$ cat src/rtl/uart_bus_ctrl.sv
// Clocked read/write cycle engine for the CPLD UART on the shared RAM1/UART bus.
// Host side: small TX FIFO plus a one-byte RX holding register with sticky overrun.
module uart_bus_ctrl #(
  parameter int STROBE_CYCLES = 2,
  parameter int FIFO_DEPTH    = 4
) (
  input  logic       i_clk,
  input  logic       i_rst,
  input  logic [7:0] i_tx_data,
  input  logic       i_tx_valid,
  output logic       o_tx_ready,
  output logic [7:0] o_rx_data,
  output logic       o_rx_valid,
  input  logic       i_rx_ack,
  output logic       o_overrun,
  output logic       o_busy,
  output logic [7:0] o_bus_dout,
  output logic       o_bus_oe,
  input  logic [7:0] i_bus_din,
  output logic       o_rdn,
  output logic       o_wrn,
  input  logic       i_tbre,
  input  logic       i_tsre,
  input  logic       i_data_ready,
  output logic       o_ram1_en
);

  localparam int AW = $clog2(FIFO_DEPTH);
  localparam int CW = AW + 1;
  localparam logic [2:0] STB_LAST = 3'(STROBE_CYCLES - 1);

  typedef enum logic [2:0] {
    IDLE, WR_SETUP, WR_STROBE, WR_HOLD, WR_GUARD, RD_STROBE, RD_GUARD
  } state_t;

  state_t      r_state;
  logic [2:0]  r_cnt;
  logic [1:0]  r_tbre_sync, r_tsre_sync, r_dr_sync;
  logic        w_tbre_s, w_tsre_s, w_data_ready_s;

  logic [7:0]  r_mem [FIFO_DEPTH];
  logic [AW-1:0] r_wr_ptr, r_rd_ptr;
  logic [CW-1:0] r_count;
  logic        w_push, w_pop;

  logic        r_rdn, r_wrn, r_bus_oe, r_rx_valid, r_overrun, r_busy, r_ram1_en;
  logic [7:0]  r_bus_dout, r_rx_data;

  // Status lines are asynchronous to clk; only the second flop is trusted.
  always_ff @(posedge i_clk) begin
    if (!i_rst) begin
      r_tbre_sync <= '0;
      r_tsre_sync <= '0;
      r_dr_sync   <= '0;
    end else begin
      r_tbre_sync <= {r_tbre_sync[0], i_tbre};
      r_tsre_sync <= {r_tsre_sync[0], i_tsre};
      r_dr_sync   <= {r_dr_sync[0], i_data_ready};
    end
  end

  assign w_tbre_s       = r_tbre_sync[1];
  assign w_tsre_s       = r_tsre_sync[1];
  assign w_data_ready_s = r_dr_sync[1];

  assign o_tx_ready = (r_count != CW'(FIFO_DEPTH));
  assign w_push     = i_tx_valid && o_tx_ready;
  // Reads win over writes when both are pending in IDLE.
  assign w_pop      = (r_state == IDLE) && !w_data_ready_s && (r_count != '0) &&
                      w_tbre_s && w_tsre_s;

  always_ff @(posedge i_clk) begin
    if (w_push) r_mem[r_wr_ptr] <= i_tx_data;
  end

  always_ff @(posedge i_clk) begin
    if (!i_rst) begin
      r_wr_ptr <= '0;
      r_rd_ptr <= '0;
      r_count  <= '0;
    end else begin
      if (w_push) r_wr_ptr <= r_wr_ptr + AW'(1);
      if (w_pop)  r_rd_ptr <= r_rd_ptr + AW'(1);
      case ({w_push, w_pop})
        2'b10:   r_count <= r_count + CW'(1);
        2'b01:   r_count <= r_count - CW'(1);
        default: r_count <= r_count;
      endcase
    end
  end

  always_ff @(posedge i_clk) begin
    if (!i_rst) begin
      r_state    <= IDLE;
      r_cnt      <= '0;
      r_rdn      <= 1'b1;
      r_wrn      <= 1'b1;
      r_bus_oe   <= 1'b0;
      r_bus_dout <= '0;
      r_rx_data  <= '0;
      r_rx_valid <= 1'b0;
      r_overrun  <= 1'b0;
      r_busy     <= 1'b0;
      r_ram1_en  <= 1'b1;
    end else begin
      r_ram1_en <= 1'b1;
      // A capture in RD_STROBE below overrides this clear on the same edge.
      if (i_rx_ack && r_rx_valid) r_rx_valid <= 1'b0;
      case (r_state)
        IDLE: begin
          if (w_data_ready_s) begin
            r_state <= RD_STROBE;
            r_rdn   <= 1'b0;
            r_cnt   <= '0;
            r_busy  <= 1'b1;
          end else if (w_pop) begin
            r_bus_dout <= r_mem[r_rd_ptr];
            r_bus_oe   <= 1'b1;
            r_state    <= WR_SETUP;
            r_busy     <= 1'b1;
          end
        end
        WR_SETUP: begin
          r_wrn   <= 1'b0;
          r_cnt   <= '0;
          r_state <= WR_STROBE;
        end
        WR_STROBE: begin
          if (r_cnt == STB_LAST) begin
            r_wrn   <= 1'b1;
            r_state <= WR_HOLD;
          end else begin
            r_cnt <= r_cnt + 3'd1;
          end
        end
        WR_HOLD: begin
          r_bus_oe <= 1'b0;
          r_cnt    <= '0;
          r_state  <= WR_GUARD;
        end
        RD_STROBE: begin
          if (r_cnt == STB_LAST) begin
            r_rdn   <= 1'b1;
            r_cnt   <= '0;
            r_state <= RD_GUARD;
            if (!r_rx_valid || i_rx_ack) begin
              r_rx_data  <= i_bus_din;
              r_rx_valid <= 1'b1;
            end else begin
              r_overrun <= 1'b1;
            end
          end else begin
            r_cnt <= r_cnt + 3'd1;
          end
        end
        WR_GUARD, RD_GUARD: begin
          // Two cycles so the synchronized status reflects the finished access.
          if (r_cnt == 3'd1) begin
            r_state <= IDLE;
            r_busy  <= 1'b0;
          end else begin
            r_cnt <= r_cnt + 3'd1;
          end
        end
        default: begin
          r_state  <= IDLE;
          r_rdn    <= 1'b1;
          r_wrn    <= 1'b1;
          r_bus_oe <= 1'b0;
          r_busy   <= 1'b0;
        end
      endcase
    end
  end

  assign o_rdn      = r_rdn;
  assign o_wrn      = r_wrn;
  assign o_bus_oe   = r_bus_oe;
  assign o_bus_dout = r_bus_dout;
  assign o_rx_data  = r_rx_data;
  assign o_rx_valid = r_rx_valid;
  assign o_overrun  = r_overrun;
  assign o_busy     = r_busy;
  assign o_ram1_en  = r_ram1_en;

endmodule
$ cat config.mk
export PLATFORM = sky130hd
export DESIGN_NAME = uart_bus_ctrl
export DESIGN_NICKNAME = d
export VERILOG_FILES = /design/src/rtl/uart_bus_ctrl.sv
export SDC_FILE = /design/constraint.sdc
export NUM_CORES = 1
export LEC_CHECK = 0
export CORE_MARGIN = 8
export CORE_UTILIZATION = 50
export CTS_CLUSTER_DIAMETER = 80
export DETAILED_ROUTE_END_ITERATION = 16
export PLACE_DENSITY = 0.75
export REMOVE_ABC_BUFFERS = 1
export SLEW_MARGIN = 25
export SYNTH_ARGS = -nofsm -noshare
export SYNTH_HDL_FRONTEND = slang
export SYNTH_SLANG_ARGS = --single-unit
$ cat constraint.sdc
create_clock -name i_clk -period 6.78 [get_ports i_clk]
set_input_delay 1.356 -clock i_clk [delete_from_list [all_inputs] [get_ports i_clk]]
set_output_delay 1.356 -clock i_clk [all_outputs]
set_load 0.01 [all_outputs]
After elaboration in Yosys (flattened, before gate mapping)
Memory sizes are Yosys's and may differ from the RTL's. A register that Yosys moved wholly into a read port is not among the register bits.
Cells that the tools add are included.
{ "word_totals": {"out_inout_bits": 24, "mem_bits_rw": 32, "reg_bits": 33, "memories": 1} }
{ "memory_table": {"columns": ["name", "depth", "width", "read_ports", "rd_clocked_by_memory_dff", "write_ports", "line", "text"], "rows": [
  ["r_mem", 4, 8, 1, 1, 1, "41", "logic [7:0] r_mem [FIFO_DEPTH];"]
]} }
{ "classes": {"addsub": 5, "n_reduce_logical": 30, "mux": 27, "bitwise_logic": 6, "n_eq_ne": 18} }
{ "ops": {"columns": ["op", "count"], "rows": [
  ["3-bit two-way mux", 8],
  ["3-bit AND reduction", 7],
  ["3-bit case mux with 6 select lines", 1],
  ["5-bit OR reduction", 3],
  ["2-bit inequality test (second input constant)", 7],
  ["1-bit two-way mux", 12],
  ["3-bit case mux with 4 select lines", 1],
  ["3-bit == test (second input constant)", 3],
  ["1-bit case mux with 3 select lines", 3],
  ["3-bit by 1-bit adder with 3-bit output (second input constant)", 2],
  ["3-bit by 1-bit == test with 1-bit output (second input constant)", 2],
  ["3-bit by 2-bit == test with 1-bit output (second input constant)", 2],
  ["1-bit logical AND", 6],
  ["3-bit inequality test (second input constant)", 2],
  ["1-bit inverter", 6],
  ["3-bit case mux with 2 select lines", 1],
  ["2-bit by 1-bit adder with 2-bit output (second input constant)", 2],
  ["4-bit AND reduction", 1],
  ["4-bit nonzero test", 1],
  ["2-bit OR reduction", 2],
  ["4-bit OR reduction", 1],
  ["1-bit zero test", 3],
  ["3-bit zero test", 1],
  ["3-bit nonzero test", 1],
  ["other kinds (8)", 8]
]} }

Longest topological paths before layout
Gate-level depths: netlist of the first run.
{ "depth": {"word_depth": 8, "mapped_depth": 9, "ltp_nobuf": 9} }

Worst setup path before layout of the first run
OpenSTA, ideal clock, no wires.
{ "synth_path": {"path_type": "input to register", "from": "input port i_tx_valid", "to": "register r_count[2]", "arrival_ns": 2.734, "t_required_ns": 6.704, "setup_time_ns": 0.076, "slack_ns": 3.971, "path_buffers": 0, "cell_stages": 8, "path_cell_list": "and2_1 > inv_1 > ha_1 > inv_1 > fa_1 > xor2_1 > or3_1 > a21boi_0"} }
{ "synth_via": {"elab_chain_len": 3} }
{ "synth_lines": {"columns": ["element", "line", "text"], "rows": [
  ["start: declaration", "10", "input logic i_tx_valid,"],
  ["1-bit logical AND (*)", "67", "assign w_push = i_tx_valid && o_tx_ready;"],
  ["2-bit by 1-bit == test with 1-bit output / 2-bit == test (equally long branches)", "84", "case ({w_push, w_pop})"],
  ["3-bit case mux with 2 select lines / 2-bit nonzero test (equally long branches)", null, null],
  ["end signal: assignment", "85", "2'b10: r_count <= r_count + CW'(1);"],
  ["end signal: assignment", "86", "2'b01: r_count <= r_count - CW'(1);"],
  ["end signal: assignment", "87", "default: r_count <= r_count;"],
  ["end: declaration", "43", "logic [CW-1:0] r_count;"]
]} }
Mark *: on every way between the ends. The rest lies on a longest branch, timed or not.
A chain may end at the register's enable or synchronous reset.

Final worst setup path of the first run
{ "layout_path": {"from": "register r_state[2]", "to": "register r_count[2]"} }
{ "layout_via": {"elab_chain_len": 7} }
{ "layout_lines": {"columns": ["element", "line", "text"], "rows": [
  ["start: declaration", "36", "state_t r_state;"],
  ["start signal: assignment", "94", "r_state <= IDLE;"],
  ["start signal: assignment", "112", "r_state <= RD_STROBE;"],
  ["start signal: assignment", "119", "r_state <= WR_SETUP;"],
  ["3-bit zero test (*)", "69", "assign w_pop = (r_state == IDLE) && !w_data_ready_s && (r_count != '0) &&"],
  ["1-bit logical AND (*) (3 in a row)", "69", null],
  ["1-bit logical AND (*)", "70", "w_tbre_s && w_tsre_s;"],
  ["2-bit by 1-bit == test with 1-bit output / 2-bit == test (equally long branches)", "84", null],
  ["3-bit case mux with 2 select lines / 2-bit nonzero test (equally long branches)", null, null]
]} }
Marked as above.

==> impl_metrics.toml, run 1 <==
[yosys]
synthMostInstantiatedCell = "dfxtp_1"
synth_cell_type_count = 44
synthesis.area_um2 = 2990
synth-seq-cells = 73
synthCells = 239
synthTopCellsByCount = "dfxtp_1, edfxtp_1, nand2_1"
synthDominantCellAreaShare_pct = 32.2
syn_area_per_cell_um2 = 12.5
ys_warn_count = 0
synthTopCellsByArea = "edfxtp_1, dfxtp_1, mux4_2"
synth-seq-area-share_pct = 59.7
yosys.area.top_type = "edfxtp_1"
synth_edf_count = 32
dominantRegCellSynth = "dfxtp_1"
async_flop_share_pct = 0

[setup_path]
cp_num_buf_inv = 1
path_cells = "or3_4 -> nor4_4 -> ha_1 -> inv_1 -> fa_1 -> xor2_1 -> or3_1 -> a21boi_0"
cp-end-kind = "register"
cp_top_family = "simple AND/OR/NAND/NOR gates"
crit_path_max_incr_delay_ns = 0.86
critPathMaxFanout = 12
arrival_ns = 3.48
critical_path_class = "register to register"
cp.required_ns = 7.03
start_kind = "register"
critPathSlowestCell = "nor4_4"

[clock_network]
cts_hold_buf = 0
post_cts_resized = 0
cts.sinks = 73
clk_pin_slew_ns = 0.07
cts_root_buf = "clkbuf_8"
worst_skew_pair.late_latency_ns = 0.33
cts.htree.levels = 3
cts_buffers = 9
clk_path_buf_depth = 2
post-cts-setup-buffers = 0
cts_tree = "built"

[global_routing]
grt_pass1_wl_mm = 8.54
grt_start_max_net_pins = 53
grt_pass1_vias = 1778
use_met1_pct = 15.6
use_met2_pct = 19.2
antenna_found_initial = 0
busiest_layer = "met2"
grt_remaining_overflow = 0
met3_usage_pct = 3.93
grt.total_usage_pct = 12.7

[sta]
worst_pin_slew_ns = 1.04
rsz0062_at_grt = "no"
relSlewSlack_pct = 30.0
skew_ns = 0.00455
fin_crit_ns = 3.24
tns_ns = 0
fmax_mhz = 309
setup_viol = 0
finalCritPeriodShare_pct = 47.7
slew_violations = 0
final_hold_viol_count = 0

[flow_run]
maxCapViolations = 0

[route]
wl_per_cell_um = 14.6
drc = 0
routed_wirelength_mm = 5.29
drt_iter0_markers = 95
drt_first_pass_iters = 4
antenna_left = 0
num_vias = 1830
avgViaCountPerCell = 5.04

[die]
rows = 28
pin_count = 47
die_w_um = 93.3
die_h_um = 93.3
initial_core_util_pct = 51.0
die_area_um2 = 8700
core_um2 = 5850

[placed_design]
portBuffers = 45
hpwl_mm = 3.55
globalplace.congestion = 0.738

[layout]
areaGrowthSynthToFinish_pct = 21.9
num_antenna_cells = 0
nNetsFinal = 314
drive_above_1_share_pct = 9.38

[power]
design_power_total_uw = 841
peakVddDrop_uv = 144
power_density_nw_per_um2 = 231
p_leak_uw = 0.00126

[run_status]
status = "completed"

[worst_hold_path]
hp-class = "register to register"
registers in the layout, summed over array words and instances, names as in the netlist:
| signal | count |
|---|---|
| r_rd_ptr | 2 |
| r_mem | 32 |
| r_wr_ptr | 2 |
| o_wrn | 1 |
| o_bus_oe | 1 |
| r_state | 3 |
| r_count | 3 |
| r_cnt | 3 |
| o_overrun | 1 |
| o_rx_data | 8 |
| r_tsre_sync | 2 |
| r_dr_sync | 2 |
| o_busy | 1 |
| r_tbre_sync | 2 |
| o_bus_dout | 8 |
| o_rx_valid | 1 |
| o_rdn | 1 |
placed cells by master (no fill, tap or decap), types with 4 or more instances in the layout:
cell type,instances
a21oi_1,7
and2_1,13
and3_1,4
clkbuf_1,5
clkbuf_8,11
clkdlybuf4s50_1,45
dfxtp_1,41
edfxtp_1,32
ha_1,7
inv_1,8
mux2i_1,10
mux4_2,8
nand2_1,21
nand3_1,8
nor2b_1,13
nor3_1,5
o21ai_0,13
final timing paths:
path	from	end	slack, ns	cells past startpoint
hold / removal	r_tbre_sync[0]	r_tbre_sync[1]	0.43	1
hold reg to reg	r_tbre_sync[0]	r_tbre_sync[1]	0.43	1
setup / recovery	r_state[2]	r_count[2]	3.54	8
setup reg to reg	r_state[2]	r_count[2]	3.54	8
cells by family (layout without fill, tap and decap cells):
family	after synthesis	in the layout	share of synthesized area, %
AOI/OAI and AO/OA	30	30	6.16
adders and majority gates	8	8	3.60
buffers and inverters	21	70	3.27
and+or+nand+nor	82	82	16.0
xor gates and xnor gates	6	6	1.76
DFF	73	73	59.7
muxes	18	18	9.39
other	1	1	0.126
cell type report:
| class | count | area (um^2) |
|---|---|---|
| fillers | 463 | 2210 |
| flip-flops and latches | 73 | 1780 |
| multi-input cells | 145 | 1110 |
| repair buffers | 46 | 458 |
| clock buffers | 16 | 170 |
| well taps | 75 | 93.8 |
| inverters | 8 | 30.0 |
through the flow:
stage,cell area (um^2),hold WS [ns],util (%),setup slack [ns],instances
after floorplan,2920,0.412,-,3.97,226
after global placement,3470,0.419,59.3,3.46,347
after detailed placement,3470,0.422,59.3,3.35,347
after CTS,3640,0.433,62.2,3.54,363
after global routing,3640,0.461,62.2,3.38,363
final,3640,0.430,62.2,3.54,363
report_power, final:
part | internal [uW] | total, uW | leakage, uW | switching, uW
clock network | 154 | 295 | 0.0000850 | 141
registers | 475 | 484 | 0.000627 | 8.83
logic | 32.5 | 62.1 | 0.000548 | 29.6
routing by layer:
layer	routed length, um	part of all wire (%)
met5	0	0
met2	2610	49
met4	72	1.4
met1	2380	45
met3	227	4.3
(Power assumes the default switching activity.)
==> run 2, diff against run 1 <==
==> constraint.sdc (replaced) <==
create_clock -name i_clk -period 3.3 [get_ports i_clk]
set_input_delay 0.66 -clock i_clk [delete_from_list [all_inputs] [get_ports i_clk]]
set_output_delay 0.66 -clock i_clk [all_outputs]
set_load 0.01 [all_outputs]
==> run 2 against run 1 <==
  * Utilization up 1.2 points
  * Sequential power up 110%
  * Via count up 3.0%
  * Routed wire length up 2.4%
  * Count of clock-buffer cells in the layout down 5
  * Clock power rose to 2.6 times the previous value
  * Cell area up 2.0%
  * Non-clock buffer count up 3
  * Cell count up 0.83%
  * Total power up 120%
  * Worst hold slack better by 0.0083 ns
  * Clock skew up 0.0048 ns
  * Critical path type unchanged
==> impl_metrics.toml, run 2 (synthesized netlist as in run 1, its figures left out) <==
[global_routing]
grt_start_max_net_pins = 26
use_met1_pct = 15.3
use_met2_pct = 21.5
grt_remaining_overflow = 0
grt_pass1_vias = 1840
antenna_found_initial = 0
grt.total_usage_pct = 13.0
met3_usage_pct = 2.48
grt_pass1_wl_mm = 8.76
busiest_layer = "met2"

[die]
die_w_um = 93.3
pin_count = 47
core_um2 = 5850
rows = 28
initial_core_util_pct = 51.0
die_area_um2 = 8700
die_h_um = 93.3

[setup_path]
arrival_ns = 2.75
cp.required_ns = 3.56
cp-end-kind = "register"
start_kind = "register"
critical_path_class = "register to register"
critPathMaxFanout = 12

[sta]
setup_viol = 0
tns_ns = 0
fin_crit_ns = 2.49
skew_ns = 0.00932
rsz0062_at_grt = "no"
final_hold_viol_count = 0
finalCritPeriodShare_pct = 75.4
fmax_mhz = 402
relSlewSlack_pct = 47.8
slew_violations = 0
worst_pin_slew_ns = 0.779

[layout]
largest_reg_flops = 32
mostFrequentLayoutCells = "clkdlybuf4s50_1, dfxtp_1, edfxtp_1"
top_register = "r_mem"
nNetsFinal = 317
num_antenna_cells = 0
drive_above_1_share_pct = 11.7
areaGrowthSynthToFinish_pct = 24.4
final_util_pct = 63.5
finalInstanceArea_um2 = 3710
final_common_cell = "clkdlybuf4s50_1"

[run_status]
status = "completed"

[clock_network]
cts.htree.levels = 3
cts_buffers = 9
worst_skew_pair.late_latency_ns = 0.34
cts.sinks = 73
cts_hold_buf = 0
post-cts-setup-buffers = 0
clk_path_buf_depth = 2
clk_pin_slew_ns = 0.07
cts_tree = "built"
post_cts_resized = 0
cts_root_buf = "clkbuf_8"

[route]
drt_iter0_markers = 114
num_vias = 1885
drc = 0
wl_per_cell_um = 14.8
avgViaCountPerCell = 5.15
antenna_left = 0
routed_wirelength_mm = 5.42
drt_first_pass_iters = 4

[placed_design]
globalplace.congestion = 0.747
place_area_um2 = 3490
hpwl_mm = 3.86
portBuffers = 45

[power]
power_density_nw_per_um2 = 509
p_leak_uw = 0.00130
peakVddDrop_uv = 265
design_power_total_uw = 1890

[worst_hold_path]
hp-class = "register to register"

[flow_run]
maxCapViolations = 0
run 2: report_power, final:
part	switching, uW	internal, uW
combinational	61.9	68.7
sequential	19.2	976
clock	319	445
run 2: path summary, 6_finish.rpt:
path                        from             end  slack [ns]  depth (start not counted)
setup / recovery      r_state[0]      r_count[2]        0.81                          8
hold / removal    r_tbre_sync[0]  r_tbre_sync[1]        0.44                          1
setup reg to reg      r_state[0]      r_count[2]        0.81                          8
hold reg to reg   r_tbre_sync[0]  r_tbre_sync[1]        0.44                          1
run 2: through the flow:
stage               std cells  setup WS [ns]  hold WS (ns)
finish                    366          0.811         0.438
global route              366          0.715         0.454
CTS                       366          0.820         0.437
detailed placement        350          0.591         0.421
global placement          350          0.675         0.422
floorplan                 226          0.512         0.412
run 2: final cells by class:
class,instances,area (um^2)
inverters,8,30.0
well taps,75,93.8
fillers,440,2140
repair buffers,49,480
clock inverters,5,78.8
flip-flops and latches,73,1780
clock buffers,11,141
multi-input cells,145,1110
run 2: worst max-delay path, stage by stage (launching register included):
cell and delay, ns:
dfxtp_1 0.44, or3_4 0.44, nor4_4 0.26, ha_1 0.23
inv_1 0.07, fa_1 0.37, xor2_1 0.15, or3_1 0.30
a21boi_0 0.16
run 2: per-layer routing:
metal | wire length [um] | vias to the layer above
li1 | - | 941
met1 | 2440 | 906
met2 | 2720 | 30
met3 | 149 | 8
met4 | 114 | 0
met5 | 0 | -
